<file path="src/rtl/alarm_ctrl_multi.sv">
// Multi-channel alarm controller: per-channel IDLE/RINGING/SNOOZED FSMs with modulo-day snooze,
// a per-episode snooze limit, ring auto-timeout and a registered display mux.
module alarm_ctrl_multi #(
  parameter int unsigned NUM_ALARMS      = 4,
  parameter int unsigned TIME_W          = 11,
  parameter int unsigned MINUTES_PER_DAY = 1440,
  parameter int unsigned SNOOZE_MIN      = 5,
  parameter int unsigned MAX_SNOOZE      = 3,
  parameter int unsigned RING_LIMIT      = 10,
  parameter int unsigned SEL_W           = (NUM_ALARMS > 1) ? $clog2(NUM_ALARMS) : 1
) (
  input  logic                         clk,
  input  logic                         rst_n,
  input  logic                         one_minute,
  input  logic                         snooze,
  input  logic                         stop_alarm,
  input  logic [NUM_ALARMS-1:0]        alarm_en,
  input  logic [NUM_ALARMS*TIME_W-1:0] alarm_time,
  input  logic [TIME_W-1:0]            current_time,
  input  logic                         show_alarm,
  input  logic [SEL_W-1:0]             show_sel,
  output logic [TIME_W-1:0]            display,
  output logic                         sound_alarm,
  output logic [NUM_ALARMS-1:0]        ringing,
  output logic [NUM_ALARMS-1:0]        snoozed
);

  localparam int unsigned SNZ_W  = (MAX_SNOOZE > 0) ? $clog2(MAX_SNOOZE + 1) : 1;
  localparam int unsigned RING_W = (RING_LIMIT > 0) ? $clog2(RING_LIMIT + 1) : 1;

  localparam logic [TIME_W:0]  Mpd     = (TIME_W + 1)'(MINUTES_PER_DAY);
  localparam logic [TIME_W:0]  SnzMin  = (TIME_W + 1)'(SNOOZE_MIN);
  localparam logic [SNZ_W-1:0]  MaxSnz  = SNZ_W'(MAX_SNOOZE);
  localparam logic [RING_W-1:0] RingLim = RING_W'(RING_LIMIT);

  typedef enum logic [1:0] {StIdle, StRinging, StSnoozed} state_e;

  state_e              state_q    [NUM_ALARMS];
  state_e              state_d    [NUM_ALARMS];
  logic [TIME_W-1:0]   snz_time_q [NUM_ALARMS];
  logic [TIME_W-1:0]   snz_time_d [NUM_ALARMS];
  logic [SNZ_W-1:0]    snz_cnt_q  [NUM_ALARMS];
  logic [SNZ_W-1:0]    snz_cnt_d  [NUM_ALARMS];
  logic [RING_W-1:0]   ring_cnt_q [NUM_ALARMS];
  logic [RING_W-1:0]   ring_cnt_d [NUM_ALARMS];

  logic [NUM_ALARMS-1:0] ring_q, ring_d, snzd_q, snzd_d;
  logic [TIME_W-1:0]     disp_q, disp_d;
  logic                  sound_q;

  logic              time_ok;
  logic [TIME_W:0]   snz_sum;
  logic [TIME_W-1:0] snz_target;

  // Out-of-range times never match and never yield a snooze target.
  assign time_ok    = {1'b0, current_time} < Mpd;
  assign snz_sum    = {1'b0, current_time} + SnzMin;
  assign snz_target = TIME_W'((snz_sum >= Mpd) ? (snz_sum - Mpd) : snz_sum);

  always_comb begin
    logic [RING_W-1:0] ring_inc;
    ring_inc = '0;
    for (int i = 0; i < NUM_ALARMS; i++) begin
      state_d[i]    = state_q[i];
      snz_time_d[i] = snz_time_q[i];
      snz_cnt_d[i]  = snz_cnt_q[i];
      ring_cnt_d[i] = ring_cnt_q[i];
      ring_inc      = ring_cnt_q[i] + RING_W'(1);

      if (!alarm_en[i] || stop_alarm) begin
        state_d[i]    = StIdle;
        snz_cnt_d[i]  = '0;
        ring_cnt_d[i] = '0;
      end else begin
        unique case (state_q[i])
          StIdle: begin
            if (one_minute && time_ok && current_time == alarm_time[i*TIME_W +: TIME_W]) begin
              state_d[i]    = StRinging;
              snz_cnt_d[i]  = '0;
              ring_cnt_d[i] = '0;
            end
          end
          StRinging: begin
            if (snooze) begin
              if (snz_cnt_q[i] >= MaxSnz) begin
                state_d[i]    = StIdle;
                snz_cnt_d[i]  = '0;
                ring_cnt_d[i] = '0;
              end else if (time_ok) begin
                state_d[i]    = StSnoozed;
                snz_time_d[i] = snz_target;
                snz_cnt_d[i]  = snz_cnt_q[i] + SNZ_W'(1);
              end
            end else if (one_minute && RING_LIMIT != 0) begin
              ring_cnt_d[i] = ring_inc;
              if (ring_inc == RingLim) begin
                state_d[i]    = StIdle;
                snz_cnt_d[i]  = '0;
                ring_cnt_d[i] = '0;
              end
            end
          end
          StSnoozed: begin
            if (one_minute && time_ok && current_time == snz_time_q[i]) begin
              state_d[i]    = StRinging;
              ring_cnt_d[i] = '0;
            end
          end
          default: state_d[i] = StIdle;
        endcase
      end

      ring_d[i] = (state_d[i] == StRinging);
      snzd_d[i] = (state_d[i] == StSnoozed);
    end
  end

  // Unmatched selects (show_sel >= NUM_ALARMS) fall through to current_time.
  always_comb begin
    disp_d = current_time;
    if (show_alarm) begin
      for (int i = 0; i < NUM_ALARMS; i++) begin
        if (show_sel == SEL_W'(i)) begin
          disp_d = (state_q[i] == StSnoozed) ? snz_time_q[i] : alarm_time[i*TIME_W +: TIME_W];
        end
      end
    end
  end

  always_ff @(posedge clk or negedge rst_n) begin
    if (!rst_n) begin
      for (int i = 0; i < NUM_ALARMS; i++) begin
        state_q[i]    <= StIdle;
        snz_time_q[i] <= '0;
        snz_cnt_q[i]  <= '0;
        ring_cnt_q[i] <= '0;
      end
      ring_q  <= '0;
      snzd_q  <= '0;
      disp_q  <= '0;
      sound_q <= 1'b0;
    end else begin
      for (int i = 0; i < NUM_ALARMS; i++) begin
        state_q[i]    <= state_d[i];
        snz_time_q[i] <= snz_time_d[i];
        snz_cnt_q[i]  <= snz_cnt_d[i];
        ring_cnt_q[i] <= ring_cnt_d[i];
      end
      ring_q  <= ring_d;
      snzd_q  <= snzd_d;
      disp_q  <= disp_d;
      sound_q <= |ring_d;
    end
  end

  assign ringing     = ring_q;
  assign snoozed     = snzd_q;
  assign display     = disp_q;
  assign sound_alarm = sound_q;

endmodule

</file>
<file path="config.mk">
export PLATFORM = sky130hd
export DESIGN_NAME = alarm_ctrl_multi
export DESIGN_NICKNAME = d
export VERILOG_FILES = /design/src/rtl/alarm_ctrl_multi.sv
export SDC_FILE = /design/constraint.sdc
export NUM_CORES = 1
export LEC_CHECK = 0
export ABC_CLOCK_PERIOD_IN_PS = 3000
export CORE_ASPECT_RATIO = 1.75
export CORE_MARGIN = 2
export CORE_UTILIZATION = 58
export CTS_BUF_LIST = sky130_fd_sc_hd__clkbuf_4 sky130_fd_sc_hd__clkbuf_8
export CTS_CLUSTER_DIAMETER = 150
export DETAILED_ROUTE_END_ITERATION = 8
export GPL_TIMING_DRIVEN = 0
export PLACE_DENSITY = 0.83
export SLEW_MARGIN = 30
export SYNTH_ARGS = -nofsm -noshare
export SYNTH_HDL_FRONTEND = slang
export SYNTH_SLANG_ARGS = --single-unit
</file>
<file path="constraint.sdc">
create_clock -name clk -period 3 [get_ports clk]
set_clock_uncertainty 0.05 [all_clocks]
set_input_delay 0.45 -clock clk [delete_from_list [all_inputs] [get_ports clk]]
set_output_delay 0.45 -clock clk [all_outputs]
set_load 0.005 [all_outputs]
</file>
### After elaboration in Yosys (flattened, before gate mapping)

Cells that the tools add are included.
W data, S select, Z words.

| storage, ports and cells | value |
|---|---|
| register bits | 96 |
| input bits | 67 |
| output and inout bits | 20 |
| logic and storage cells | 252 |

| operators by class | value |
|---|---|
| add/subtract/negate cells | 10 |
| magnitude comparators | 6 |
| equal/unequal tests | 55 |
| muxes and demuxes | 110 |
| bitwise logic cells | 8 |
| reductions and logical operators | 43 |

Operators by type and width:

| cell | number |
|---|---|
| $mux W2 | 60 |
| $mux W4 | 28 |
| $mux W11 | 10 |
| $eq A11 B11 Y1 | 8 |
| $reduce_and A5 Y1 | 12 |
| $ne A4 B4 Y1 const B | 12 |
| $pmux W4 S3 | 4 |
| $ne A3 B3 Y1 const B | 8 |
| $pmux W2 S3 | 4 |
| $eq A2 B2 Y1 const B | 10 |
| $ne A5 B5 Y1 const B | 4 |
| $eq A2 B1 Y1 const B | 9 |
| $add A4 B1 Y4 const B | 4 |
| $eq A4 B4 Y1 const B | 4 |
| $pmux W2 S2 | 4 |
| $reduce_bool A4 Y1 | 4 |
| $add A11 B3 Y12 const B | 1 |
| $ge A12 B11 Y1 const B | 1 |
| $reduce_bool A3 Y1 | 4 |
| $lt A11 B11 Y1 const B | 1 |
| $sub A11 B11 Y11 const B | 1 |
| $logic_not A2 Y1 | 5 |
| $logic_and A1 B1 Y1 | 9 |
| $add A2 B1 Y2 const B | 4 |
| other kinds (5) | 21 |

### Longest topological paths before layout

Gate-level depths: netlist of run 1.

| depth | value |
|---|---|
| word-level depth | 9 |
| gate-level depth with buffers | 10 |
| mapped depth without buffers | 9 |

### Least setup slack after synthesis of run 1

Ideal clock, no wire load.

| path | value |
|---|---|
| path type | input to register |
| from | input port current_time[0] |
| to | register ring_cnt_q[2] in the netlist's numbering |
| library setup time | 132 ps |
| data arrival time | 2159 ps |
| required time | 2818 ps |
| setup slack | 659 ps |
| stages | 10 |
| buffers on the path | 3 |
| cell sequence | buf_2 > buf_2 > xnor2_1 > nand3_1 > o41ai_1 > a21oi_1 > or2_0 > clkbuf_1 > o21ai_0 > o21ai_0 |

| between the ends | value |
|---|---|
| longest elaborated chain between the ends | 5 |
| elaborated cells on any way between the ends | 9 |
| classes of those cells | order compare (1); eq/ne (4); reduce/logical (4) |

RTL lines:

| what | line | text |
|---|---|---|
| start, declared | 19 | `input logic [TIME_W-1:0] current_time,` |
| $lt A11 B11 Y1 | 56 | `assign time_ok = {1'b0, current_time} < Mpd;` |
| $logic_and A1 B1 Y1 | 77, 104 |  |
| $logic_and A1 B1 Y1, on equally long branches | 104, 77 |  |
| $ne A3 B3 Y1 (no source line) | - |  |
| $reduce_and A5 Y1 (no source line) * | - |  |
| end signal, assigned by index | 147 | `ring_cnt_q[i] <= ring_cnt_d[i];` |
| end, declared | 44 | `logic [RING_W-1:0] ring_cnt_q [NUM_ALARMS];` |

Mark *: on every way between the ends. The rest lies on a longest branch, timed or not.
A chain may end at the register's enable or synchronous reset.

### Worst setup path in the final report of run 1

| path | value |
|---|---|
| from | input port current_time[0] |
| to | register snz_time_q[10] in the netlist's numbering |

| between the ends | value |
|---|---|
| longest elaborated chain between the ends | 3 |
| elaborated cells on any way between the ends | 6 |
| classes of those cells | add/sub (2); order compare (2); mux (1); reduce/logical (1) |

RTL lines:

| what | line | text |
|---|---|---|
| $add A11 B3 Y12 | 57 | `assign snz_sum = {1'b0, current_time} + SnzMin;` |
| $sub A11 B11 Y11 / $ge A12 B11 Y1 (equally long branches) | 58 | `assign snz_target = TIME_W'((snz_sum >= Mpd) ? (snz_sum - Mpd) : snz_sum);` |
| $mux W11 | 58 |  |
| end signal, assigned by index | 145 | `snz_time_q[i] <= snz_time_d[i];` |
| end, declared | 40 | `logic [TIME_W-1:0] snz_time_q [NUM_ALARMS];` |

Several ways; a longest one is shown, not always the timed one.

==> metrics, run 1 <==
area grow syn2layout 18.8%; EDFF count, synth 0; Fmax 347 MHz; Critical Path AT between 3 and 4 ns; Max clock buf depth 2; vias in the first global route approximately 6000; RSZ-0062 raised after global routing no; area leader, netlist dfrtp_1; row count 53; initial antenna violation count 0; WS Path Type in -> reg; Hold Path Depth 1; Final Hold Viols 0; Slew HR 0.465; final hold slack approximately 0.46 ns; Clock transition at path regs 0.10 ns; Routed WL per cell 22.3 µm; # setup viols final 0; post-synth top area share 0.345; Worst Hold End snz_cnt_q[0]; Diodes inserted 0; 1st-pass router iterations 7; Final Cycle Share 0.961; Least-Margin Pin Slew about 0.80 ns; Starting Density 0.587; antenna-violating nets left 0; Largest stage delay, worst path 0.59 ns; syn avg cell area 9.41 µm²; clk_lat worst skew between 0.3 and 0.4 ns; Primary FF master, synth dfrtp_1; Total GRT Usage 0.344; Vias per Instance 6.36; drt total wl 21800 µm; CTS tree built; Crit Path Max Fanout 10; core area 11900 µm²; Ports 87; Leak approximately 3.4 nW; min cycle time layout 2.88 ns; pwr dens roughly 360 nW/µm²; Syn. warnings 0; Synth Cell Area just under 7000 µm²; IO Port Bufs 76; FF-to-FF End display[1]; die width roughly 87 µm; Worst R2R Path Depth 7; Slew Viols, Final 0; met3 Usage GRT 0.0553; Async SR Flop Fraction 1.00; H-tree Lvls 3; Die Ht 149 µm; first-pass GRT wire length 33300 µm; syn nets 830; top post-synthesis cells by area dfrtp_1 35%, xnor2_1 8.2%, mux2i_1 6.2%; r2r startpoint state_q[6]; Non-Filler Instances 977; worst endpoint required time around 3.3 ns; largest net degree at the start of global routing 57; CP max stage cell nor3_2; #FFs+latches synth 96; final net count 925; Die ar. 12900 µm²; Residual DRC 0; max-cap viol count 0; peak supply drop between 0.2 and 0.3 mV; GPL Wtd Cong slightly below 1; grt met1 use 0.385; count leader, synth dfrtp_1; Post-synth top cells 96 x dfrtp_1, 76 x nand2_1, 65 x xnor2_1; placed cells about 950; Synth cell types 77; clock sink total between 90 and 100; worst min-delay path class reg -> reg; crit-path cells clkdlybuf4s50_1, buf_2, clkbuf_4, nand2_1, nand4b_1, o21ai_0, and4b_1, o22a_1, nor3_2, mux2_2; reg-to-reg setup timing slack 0.34 ns; Worst Setup End Kind register; CTS Buf Count 9; DR iter-0 viols 401; layer with the highest usage met2; Seq/Total Area, Yosys 0.345; via count around 6200; hold_sp snz_cnt_q[0]; final core utilization 0.697; root buf cell clkbuf_8; crit path launch type input pin; Remaining Overflow, GRT 0; DP HPWL 17000 µm; met2 usage 0.597; layout cell share with drive strength beyond 1 0.131; outcome finished clean; Synth Instances 740
==> state kept, by name, indices dropped and copies added, names as in the netlist <==
signal / count
snz_time_q: 44
ring_cnt_q: 16
display: 11
snz_cnt_q: 8
state_q: 8
ringing: 4
snoozed: 4
sound_alarm: 1
==> area by class of cell <==
type | instances | area (µm²)
Multi-Input combinational cell | 583 | 4310
Tap cell | 137 | 171
Timing Repair Buffer | 84 | 847
Sequential cell | 96 | 2400
Fill cell | 961 | 3600
Clock buffer | 11 | 145
Inverter | 16 | 60.1
Clock inverter | 5 | 85.1
Buffer | 45 | 249
==> cells in the final DEF (no fill, tap or decap), types with 8 or more instances in the layout <==
cell / netlist / layout
xnor2_1: 65 / 63
clkdlybuf4s50_1: 0 / 74
clkbuf_1: 20 / 20
buf_4: 8 / 14
dfrtp_1: 96 / 96
mux4_2: 9 / 9
nor2b_1: 8 / 8
ha_1: 23 / 22
xor2_1: 37 / 36
nand2b_1: 11 / 11
nor3_1: 12 / 10
a21oi_1: 30 / 29
nand2_1: 76 / 76
o21ai_0: 52 / 52
nand4_1: 16 / 16
mux2_2: 18 / 18
nor2_1: 37 / 37
mux2i_1: 43 / 43
nand3_1: 13 / 13
inv_1: 14 / 14
clkbuf_8: 0 / 10
==> worst max path at each step <==
stage,start,end,cells after the start
floorplan,current_time[0],ring_cnt_q[2],10
global placement,rst_n,ring_cnt_q[13],1
detailed placement,current_time[1],snz_time_q[9],9
CTS,current_time[0],ring_cnt_q[10],10
global route,current_time[0],snz_time_q[7],10
finish,current_time[0],snz_time_q[10],10
==> per-layer routing <==
layer	wire, µm	share of wire
met5	0	0
met4	1560	0.071
met3	1200	0.055
met2	11200	0.51
met1	7850	0.36
==> worst max-delay path: cells and delay by family <==
| kind | cells | cell delay [ns] |
|---|---|---|
| AO/OA/AOI/OAI | 2 | 0.28 |
| buffers and inverters | 3 | 1.16 |
| multiplexers | 1 | 0.28 |
| AND/OR/NAND/NOR | 4 | 1.00 |
==> report_power, final <==
part / switching, W / internal [W]
registers: 0.0000156 / 0.00132
logic: 0.000346 / 0.000270
clock network: 0.000487 / 0.000508
total: 0.000848 / 0.00210
==> metrics by stage <==
step                total power [W]  TNS (ns)  setup WS [ns]  cell area (µm²)
finish                      0.00294         0          0.118             8270
global route                0.00303         0        0.00602             8270
CTS                         0.00293         0         0.0200             8230
detailed placement          0.00194    -18.18         -0.835             7930
global placement            0.00192   -224.67          -2.17             7900
floorplan                   0.00166         0          0.659             6960
==> cell families after synthesis <==
kind of cell / share of synthesized area
simple gates: 0.173
xor+xnor: 0.128
mux: 0.122
compound gates: 0.146
fa+ha+maj: 0.0413
flops: 0.345
buf+inv: 0.0440
==> what timing repair did <==
item                       CTS  global route
hold endpoints to repair    40             0
hold buffers                 1             0
pin swaps                    1             1
resized for setup            5             6
setup buffers                4             2
setup endpoints to repair   16            38
Note: power is estimated with default switching activity, not from simulation.
==> run 2, diff against run 1 <==
- ABC_CLOCK_PERIOD_IN_PS: 3000 -> 3600
- CELL_PAD_IN_SITES_DETAIL_PLACEMENT: not set -> 1
- CELL_PAD_IN_SITES_GLOBAL_PLACEMENT: not set -> 1
- CORE_UTILIZATION: 58 -> 48
- PLACE_DENSITY: 0.83 -> not set
- PLACE_DENSITY_LB_ADDON: not set -> 0.1
- clock period: 3 -> 3.6 ns (I/O delays scaled with it)
==> run 2 against run 1 <==
Against the previous run: final cell count increased by 3.8%; combinational power decreased by 18%; power decreased by 18%; via count decreased by 1.9%; wire length increased by 8.6%; sequential share of layout area increased by 0.13 points; flip-flop and latch count unchanged; non-clock buffer count decreased by 6; worst hold slack improved by 0.015 ns.
==> metrics, run 2 (same netlist as run 1, synthesis figures left out) <==
clock sink total 96 (unchanged); H-tree Lvls 3 (unchanged); final net count 919 (-0.65%); Ports 87 (unchanged); Residual DRC 0 (unchanged); final core utilization 0.576 (-0.121); max-cap viol count 0 (unchanged); final hold slack 0.475 ns (+0.0153 ns); DR iter-0 viols 248 (-38%); Starting Density 0.487 (-0.0995); post-route cell area 8230 µm² (-0.44%); outcome finished clean; antenna-violating nets left 0 (unchanged); CTS Buf Count 9 (unchanged); Worst Setup SP current_time[1]; Diodes inserted 0 (unchanged); setup TNS 0 ns (unchanged); most frequent cells in the layout 96 x dfrtp_1, 76 x nand2_1, 75 x clkdlybuf4s50_1, 63 x xnor2_1, 52 x o21ai_0; DP HPWL 18900 µm (+11%); vias in the first global route 6748 (+11%); layer with the highest usage met2; Clock transition at path regs 0.11 ns (about the same); Die Ht 163 µm (+9.7%); Crit Path Max Fanout 7 (-3); Least-Margin Pin Slew 0.858 ns (+0.0619 ns); layout cell share with drive strength beyond 1 0.118 (-0.0134); Max clock buf depth 2 (unchanged); first-pass GRT wire length 36600 µm (+10%); GPL Wtd Cong 0.960 (-3.0%); initial antenna violation count 0 (unchanged); 1st-pass router iterations 4 (-3); min cycle time layout 3.46 ns; max reg flops 44 (unchanged); root buf cell clkbuf_8; Post-DP Area 7980 µm² (+0.62%); Slew HR 0.423 (-0.0419); Vias per Instance 6.01 (-5.5%); Leak 3.34 nW (-1.4%); worst endpoint required time 3.79 ns (+0.51 ns); IO Port Bufs 76 (unchanged); Final Cycle Share 0.961; met3 Usage GRT 0.0392 (-0.0161); Final Hold Viols 0 (unchanged); Die ar. 15500 µm² (+20%); Total GRT Usage 0.317 (-0.0279); total power 0.00242 W (-18%); Worst Setup End Kind register; r2r startpoint state_q[6]; largest net degree at the start of global routing 63 (+11%); Critical Path AT 3.65 ns (+0.49 ns); drt total wl 23700 µm (+8.6%); area grow syn2layout 18.3%; pwr dens 293 nW/µm² (-18%); commonest non-fill, non-tap cell in the layout dfrtp_1; Slew Viols, Final 0 (unchanged); crit path launch type input pin; # setup viols final 0 (unchanged); post-CTS setup buffer count 0 (-4); peak supply drop 0.218 mV (-19%); row count 58 (+9.4%); clk_lat worst skew 0.38 ns (about the same); Routed WL per cell 23.3 µm (+4.6%); via count 6090 (-1.9%); grt met1 use 0.332 (-0.0534); WS Path Type in -> reg; worst min-delay path class reg -> reg; Fmax approximately 290 MHz; met2 usage 0.579 (-0.0180); CTS tree built; Most flops, register snz_time_q; Remaining Overflow, GRT 0 (unchanged); die width 95.0 µm (+9.5%); core area 14300 µm² (+20%); hold_sp snz_cnt_q[0]
-- run 2: cell types whose count changed in the layout (fill, tap and decap cells not counted), sizes merged --
cell | previous run | this run
bufinv | 2 | 1
clkbuf | 32 | 29
clkinv | 1 | 3
clkdlybuf4s50 | 74 | 75
inv | 17 | 18
buf | 32 | 27
dlymetal6s2s | 1 | 0
-- run 2: layer usage --
| layer | vias up | part of all wire | wire [µm] |
|---|---|---|---|
| li1 | 2811 | - | - |
| met1 | 3025 | 0.36 | 8600 |
| met2 | 186 | 0.54 | 12700 |
| met3 | 68 | 0.031 | 736 |
| met4 | 0 | 0.069 | 1640 |
| met5 | - | 0 | 0 |
-- run 2: cell type report --
| type | count | area [µm²] |
|---|---|---|
| Sequential cell | 96 | 2400 |
| Fill cell | 1643 | 6060 |
| Tap cell | 180 | 225 |
| Multi-Input combinational cell | 583 | 4280 |
| Timing Repair Buffer | 78 | 800 |
| Clock buffer | 9 | 124 |
| Clock inverter | 7 | 96.3 |
| Inverter | 16 | 60.1 |
| Buffer | 45 | 246 |
-- run 2: timing repair --
action                                  in CTS  in global routing
endpoints found under the setup margin       0                 12
hold endpoints to repair                    25                  0
hold buffers                                 1                  0
gates resized for setup                      0                  4
-- run 2: power by group --
part,internal [W],switching [W]
clock,0.000343,0.000459
combinational,0.000215,0.000288
sequential,0.00110,0.0000137
-- run 2: critical path, cell delays in order --
cell	delay (ns)
clkdlybuf4s50_1	0.65
ha_1	0.42
o211ai_1	0.27
nor4_2	0.31
xnor2_1	0.18
o31ai_2	0.46
o32ai_1	0.24
xor2_2	0.45
o21ai_1	0.11
-- run 2: final timing paths --
path	slack [ns]	endpoint	depth (start not counted)
max	0.14	snz_time_q[9]	9
min	0.47	snz_cnt_q[0]	1
max reg2reg	0.92	display[1]	7
min reg2reg	0.47	snz_cnt_q[0]	1
max in group asynchronous	2.30	snz_time_q[38]	3
min in group asynchronous	0.56	ring_cnt_q[2]	2
-- run 2: through the flow --
stage | worst slack (ns) | std cells
floorplan | 1.17 | 740
global placement | -1.73 | 996
detailed placement | -0.308 | 997
CTS | 0.0825 | 1014
global route | -0.0470 | 1014
finish | 0.140 | 1014
==> run 3, diff against run 2 <==
- CORE_MARGIN: 2 -> not set
==> run 3 against run 2 <==
Against the previous run: the run now ends with hold timing left; wire length fell by 2.3%; flip-flop and latch count stayed put; combinational power is 2% lower; final cell count is 0.39% lower; worst hold slack worse by 0.49 ns.
==> metrics, run 3 (same netlist as run 1, synthesis figures left out) <==
layout cell share with drive strength beyond 1 0.116 (-0.00106); placed cells 994 (-0.30%); H-tree Lvls 3 (unchanged); Worst Setup End Kind register; row count 57 (-1.7%); Starting Density 0.496 (+0.00854); antenna-violating nets left 0 (unchanged); DP HPWL 18600 µm (-1.9%); post-CTS setup buffer count 0 (unchanged); Clock transition at path regs 0.12 ns (about the same); Crit Path Max Fanout 7 (unchanged); Worst Setup SP current_time[1]; Crit path max-delay family compound AO/OA/AOI/OAI gates; root buf cell clkbuf_8; Hold-fix buffers, CTS 0 (-1); Non-Filler Instances 1010 (-0.39%); setup TNS 0 ns (unchanged); Die ar. 15000 µm² (-3.3%); initial antenna violation count 0 (unchanged); IO Port Bufs 76 (unchanged); CP max stage cell clkdlybuf4s50_1; max reg flops 44 (unchanged); final net count 918 (-0.11%); Remaining Overflow, GRT 0 (unchanged); Largest stage delay, worst path 0.66 ns (about the same); largest net degree at the start of global routing 58 (-7.9%); Most flops, register snz_time_q; FF-to-FF End display[9]; violated checks hold timing; crit path buf inv count 1 (unchanged); Final WS setup 0.203 ns (+0.0632 ns); most frequent cells in the layout 96 x dfrtp_1, 76 x nand2_1, 75 x clkdlybuf4s50_1, 63 x xnor2_1, 52 x o21ai_0; Fmax 294 MHz (+1.9%); final core utilization 0.582 (+0.00636); Routed WL per cell 22.9 µm (-1.9%); Die Ht 161 µm (-1.2%); GPL Wtd Cong 0.977 (+1.8%); r2r startpoint state_q[6]; die width 93.0 µm (-2.1%); Ports 87 (unchanged); Critical Path AT 3.62 ns (-0.03 ns); RSZ-0062 raised after global routing no; crit path launch type input pin; # setup viols final 0 (unchanged); clock sink total 96 (unchanged); pwr dens 285 nW/µm² (-2.9%); Least-Margin Pin Slew 0.793 ns (-0.0655 ns); Total GRT Usage 0.320 (+0.00349); Slew HR 0.471 (+0.0481); reg-to-reg setup timing slack 0.94 ns (+0.02 ns); DR iter-0 viols 230 (-7.3%); commonest non-fill, non-tap cell in the layout dfrtp_1; Critical Path Stages 9 (unchanged); CTS tree built; Final Cycle Share 0.944 (-0.0176); peak supply drop 0.175 mV (-20%); via count 6050 (-0.66%); min cycle time layout 3.40 ns (-0.0632 ns); Vias per Instance 5.99 (-0.26%); CTS Buf Count 9 (unchanged); WS Path Type in -> reg; clk_lat worst skew 0.40 ns (+0.02 ns); final hold slack -0.0118 ns (-0.486 ns); Final Hold Viols 14 (+14); worst endpoint required time 3.82 ns (+0.03 ns); vias in the first global route 6671 (-1.1%); first-pass GRT wire length 35900 µm (-2.1%); crit-path cells clkdlybuf4s50_1, ha_1, o211ai_1, nor4_2, xnor2_1, o31ai_2, o32ai_1, xor2_1, o21ai_1; Slew Viols, Final 0 (unchanged); CTS resizes 0 (unchanged); worst min-delay path class in -> async; CP endpoint snz_time_q[42]; Diodes inserted 0 (unchanged); Leak 3.31 nW (-0.79%); Worst R2R Path Depth 7 (unchanged); outcome finished with violations; Max clock buf depth 2 (unchanged); 1st-pass router iterations 4 (unchanged); Place WS -0.246 ns (+0.0628 ns); core area 14000 µm² (-1.7%); area grow syn2layout 17.5%; Residual DRC 0 (unchanged); max-cap viol count 0 (unchanged); drt total wl 23100 µm (-2.3%)
## run 3: layout make-up
class | count | area [µm²]
Tap cell | 177 | 221
Sequential cell | 96 | 2400
Clock buffer | 9 | 124
Inverter | 16 | 60.1
Clock inverter | 7 | 65.1
Timing Repair Buffer | 77 | 790
Multi-Input combinational cell | 583 | 4270
Buffer | 45 | 246
Fill cell | 1621 | 5870
## run 3: where the power goes
group	internal (W)	switching (W)
clock	0.000267	0.000458
sequential	0.00110	0.0000131
combinational	0.000214	0.000282
total	0.00158	0.000753
## run 3: worst register-to-register path, cell delays in order (launching register included)
cell and delay (ns):
dfrtp_1 0.45, inv_1 0.11, ha_1 0.16, clkbuf_1 0.22
clkbuf_1 0.61, mux2i_1 0.28, mux4_2 0.50, a21oi_1 0.20
## run 3: how the worst min path moves through the flow
stage	startpoint	to	slack, ns	cells after the start
after floorplan	rst_n	display[0]	0.19	0
final	rst_n	ring_cnt_q[0]	-0.01	1
after CTS	rst_n	ring_cnt_q[0]	0.001	1
after detailed placement	rst_n	ring_cnt_q[0]	0.44	1
after global placement	snz_cnt_q[1]	snz_cnt_q[1]	0.42	2
after global routing	rst_n	snz_cnt_q[1]	0.02	1
## run 3: per-layer routing
metal  track usage  vias to the layer above  wire length (µm)
li1              -                     2799                 -
met1         0.338                     3005              8410
met2         0.567                      168             12400
met3        0.0358                       78               646
met4         0.249                        0              1700
met5             0                        -                 0
## run 3: through the flow
step | cell area [µm²] | power, W
3_5_place_dp | 7970 | 0.00162
6_report | 8180 | 0.00233
3_3_place_gp | 7950 | 0.00160
5_1_grt | 8180 | 0.00241
4_1_cts | 8160 | 0.00233
2_1_floorplan | 6960 | 0.00138
==> patch: new RTL, flow settings as in run 3 <==
Reset style: synchronous (`rst_n`), changed in one clocked block.
--- a/src/rtl/alarm_ctrl_multi.sv
+++ b/src/rtl/alarm_ctrl_multi.sv
@@ -128,5 +128,5 @@
   end
 
-  always_ff @(posedge clk or negedge rst_n) begin
+  always_ff @(posedge clk) begin
     if (!rst_n) begin
       for (int i = 0; i < NUM_ALARMS; i++) begin
Function: differs if rst_n is asserted again (counterexample within 4 cycles, from zero or initial values and one cycle with rst_n low); with rst_n held inactive, the same outputs for 4 cycles.
==> patch against run 3 <==
Power is 1.7% lower; sequential share of layout area is 5.6 points lower; wire length is 17% higher; design area is 1.2% lower; first-iteration DRC count is 68% higher; die area is 0.82% lower; area after synthesis is 0.83% lower; maximum frequency is 0.20% higher; setup slack better by 6.9 ps; count of clock-buffer cells in the layout is 1 higher; sequential cell count stayed put; critical path type unchanged; largest cell class unchanged; largest power group unchanged.
==> patch: results (changes against run 3) <==
drt_iter0_markers: 387  # +68%
synth_xor_area_share_pct: 13.1  # +0.23 points
grt_usage_pct: 37.0  # +5.0 points
ys_async_sr_fraction_pct: 0  # -100 points
timing.critical_path.to: "snz_time_q[3][10]$_SDFFE_PN0P_"
r2r_end: "sound_alarm$_SDFF_PN0_"
status: "finished clean"
synth-compound-area-share_pct: 18.5  # +3.9 points
ys_top_cells_by_area: "dfxtp_1 (28%), xor2_1 (9.0%), mux2i_1 (7.8%), xnor2_1 (4.1%), nand2_1 (3.9%)"
timing.hold.ws_ps: 438  # +450 ps
cts-resized-gates: 0  # unchanged
firstDrtPassIters: 5  # +1
grt_pass1_vias: 7425  # +11%
synth_mux_area_share_pct: 10.6  # -1.6 points
leakage_nw: 3.13  # -5.5%
synth_common_cells: "dfxtp_1 (96), nand2_1 (71), xor2_1 (71)"
avgViaCountPerCell: 6.33  # +5.7%
layout-drive-gt1-share_pct: 8.88  # -2.8 points
cpMaxStageDelayCell: "nor3b_1"
worstMarginPinSlew_ps: 1030  # +240 ps
nets: 978  # +6.5%
root_buffer: "clkbuf_8"
dp.cells: 1062  # +6.8%
worstPathArrival_ps: 3660  # +40 ps
grt_pass1_wl_um: 41100  # +15%
yosys_warnings: 0  # unchanged
cts-buffers-inserted: 9  # unchanged
synth_fa_ha_area_share_pct: 2.72  # -1.4 points
synth_most_common_cell: "dfxtp_1"
critPathMaxStageDelay_ps: 850  # +190 ps
grt_max_degree: 19  # -67%
regToRegSetupSlack_ps: 990  # +50 ps
ir_drop_uv: 195  # +11%
post_drt_wl_per_cell_um: 25.1  # +9.6%
p_int_mw: 1.55  # -1.6%
synth_nets: 891  # +7.3%
ys_seq_area_share_pct: 27.8  # -6.7 points
fill_cells: 1709  # +5.4%
synth.avg_cell_area_sq_um: 8.54  # -9.3%
wl_um: 27100  # +17%
rr_startpoint: "ring_cnt_q[2][0]$_SDFFE_PP0P_"
cp_top_family: "simple AND/OR/NAND/NOR gates"
gp_congestion: 0.991  # +1.3%
synth_cell_types: 86  # +12%
crit_fanout: 6  # -1
cts_setup_buffers: 0  # unchanged
dp_hpwl_um: 21900  # +18%
min_path_type: "reg2reg"
==> patch: changes by cell type after synthesis, moves of 23 or more <==
| cell | change |
|---|---|
| xor2_1 | +34 |
| dfrtp_1 | -96 |
| xnor2_1 | -33 |
| o21ai_0 | -27 |
| dfxtp_1 | +96 |
| a211oi_1 | +23 |
==> patch: per-stage QoR <==
stage | setup slack, ps | cell area, sq um
global placement | -54.2 | 7890
global route | 155 | 8090
CTS | 278 | 8090
finish | 210 | 8090
floorplan | 1160 | 6910
detailed placement | -125 | 7890
==> patch: power groups by stage <==
stage / logic, mW / clock network, mW / registers (mW)
4_1_cts: 0.462 / 0.757 / 1.07
6_report: 0.470 / 0.747 / 1.07
3_5_place_dp: 0.460 / 0 / 1.10
3_3_place_gp: 0.449 / 0 / 1.10
2_1_floorplan: 0.245 / 0 / 1.10
5_1_grt: 0.491 / 0.802 / 1.08
==> patch: logic make-up after synthesis <==
group	Yosys count
simple gates	290
compound gates	174
xor+xnor	103
flops	96
buf+inv	68
mux	63
fa+ha+maj	15
==> patch: final cells by class <==
cell class,count,area share (%)
flip-flops and latches,96,23.8
repair buffers,76,9.41
clock inverters,6,0.743
inverters,14,0.650
well taps,177,2.74
plain buffers,54,3.65
clock buffers,10,1.70
multi-input cells,645,57.3
==> patch: routing by layer <==
metal,vias up,wire length (um),track usage [%]
met5,-,0,0
met4,0,2100,27.5
met3,92,1090,4.73
met2,247,14300,67.7
met1,3376,9560,37.3
li1,3113,-,-
==> patch: worst register-to-register path: cells and delay by family, from the launching register on <==
kind	cells	cell delay, ps
DFF	1	390
AOI/OAI and AO/OA	4	1080
and+or+nand+nor	1	560
xor gates and xnor gates	1	160
adders and majority gates	1	270
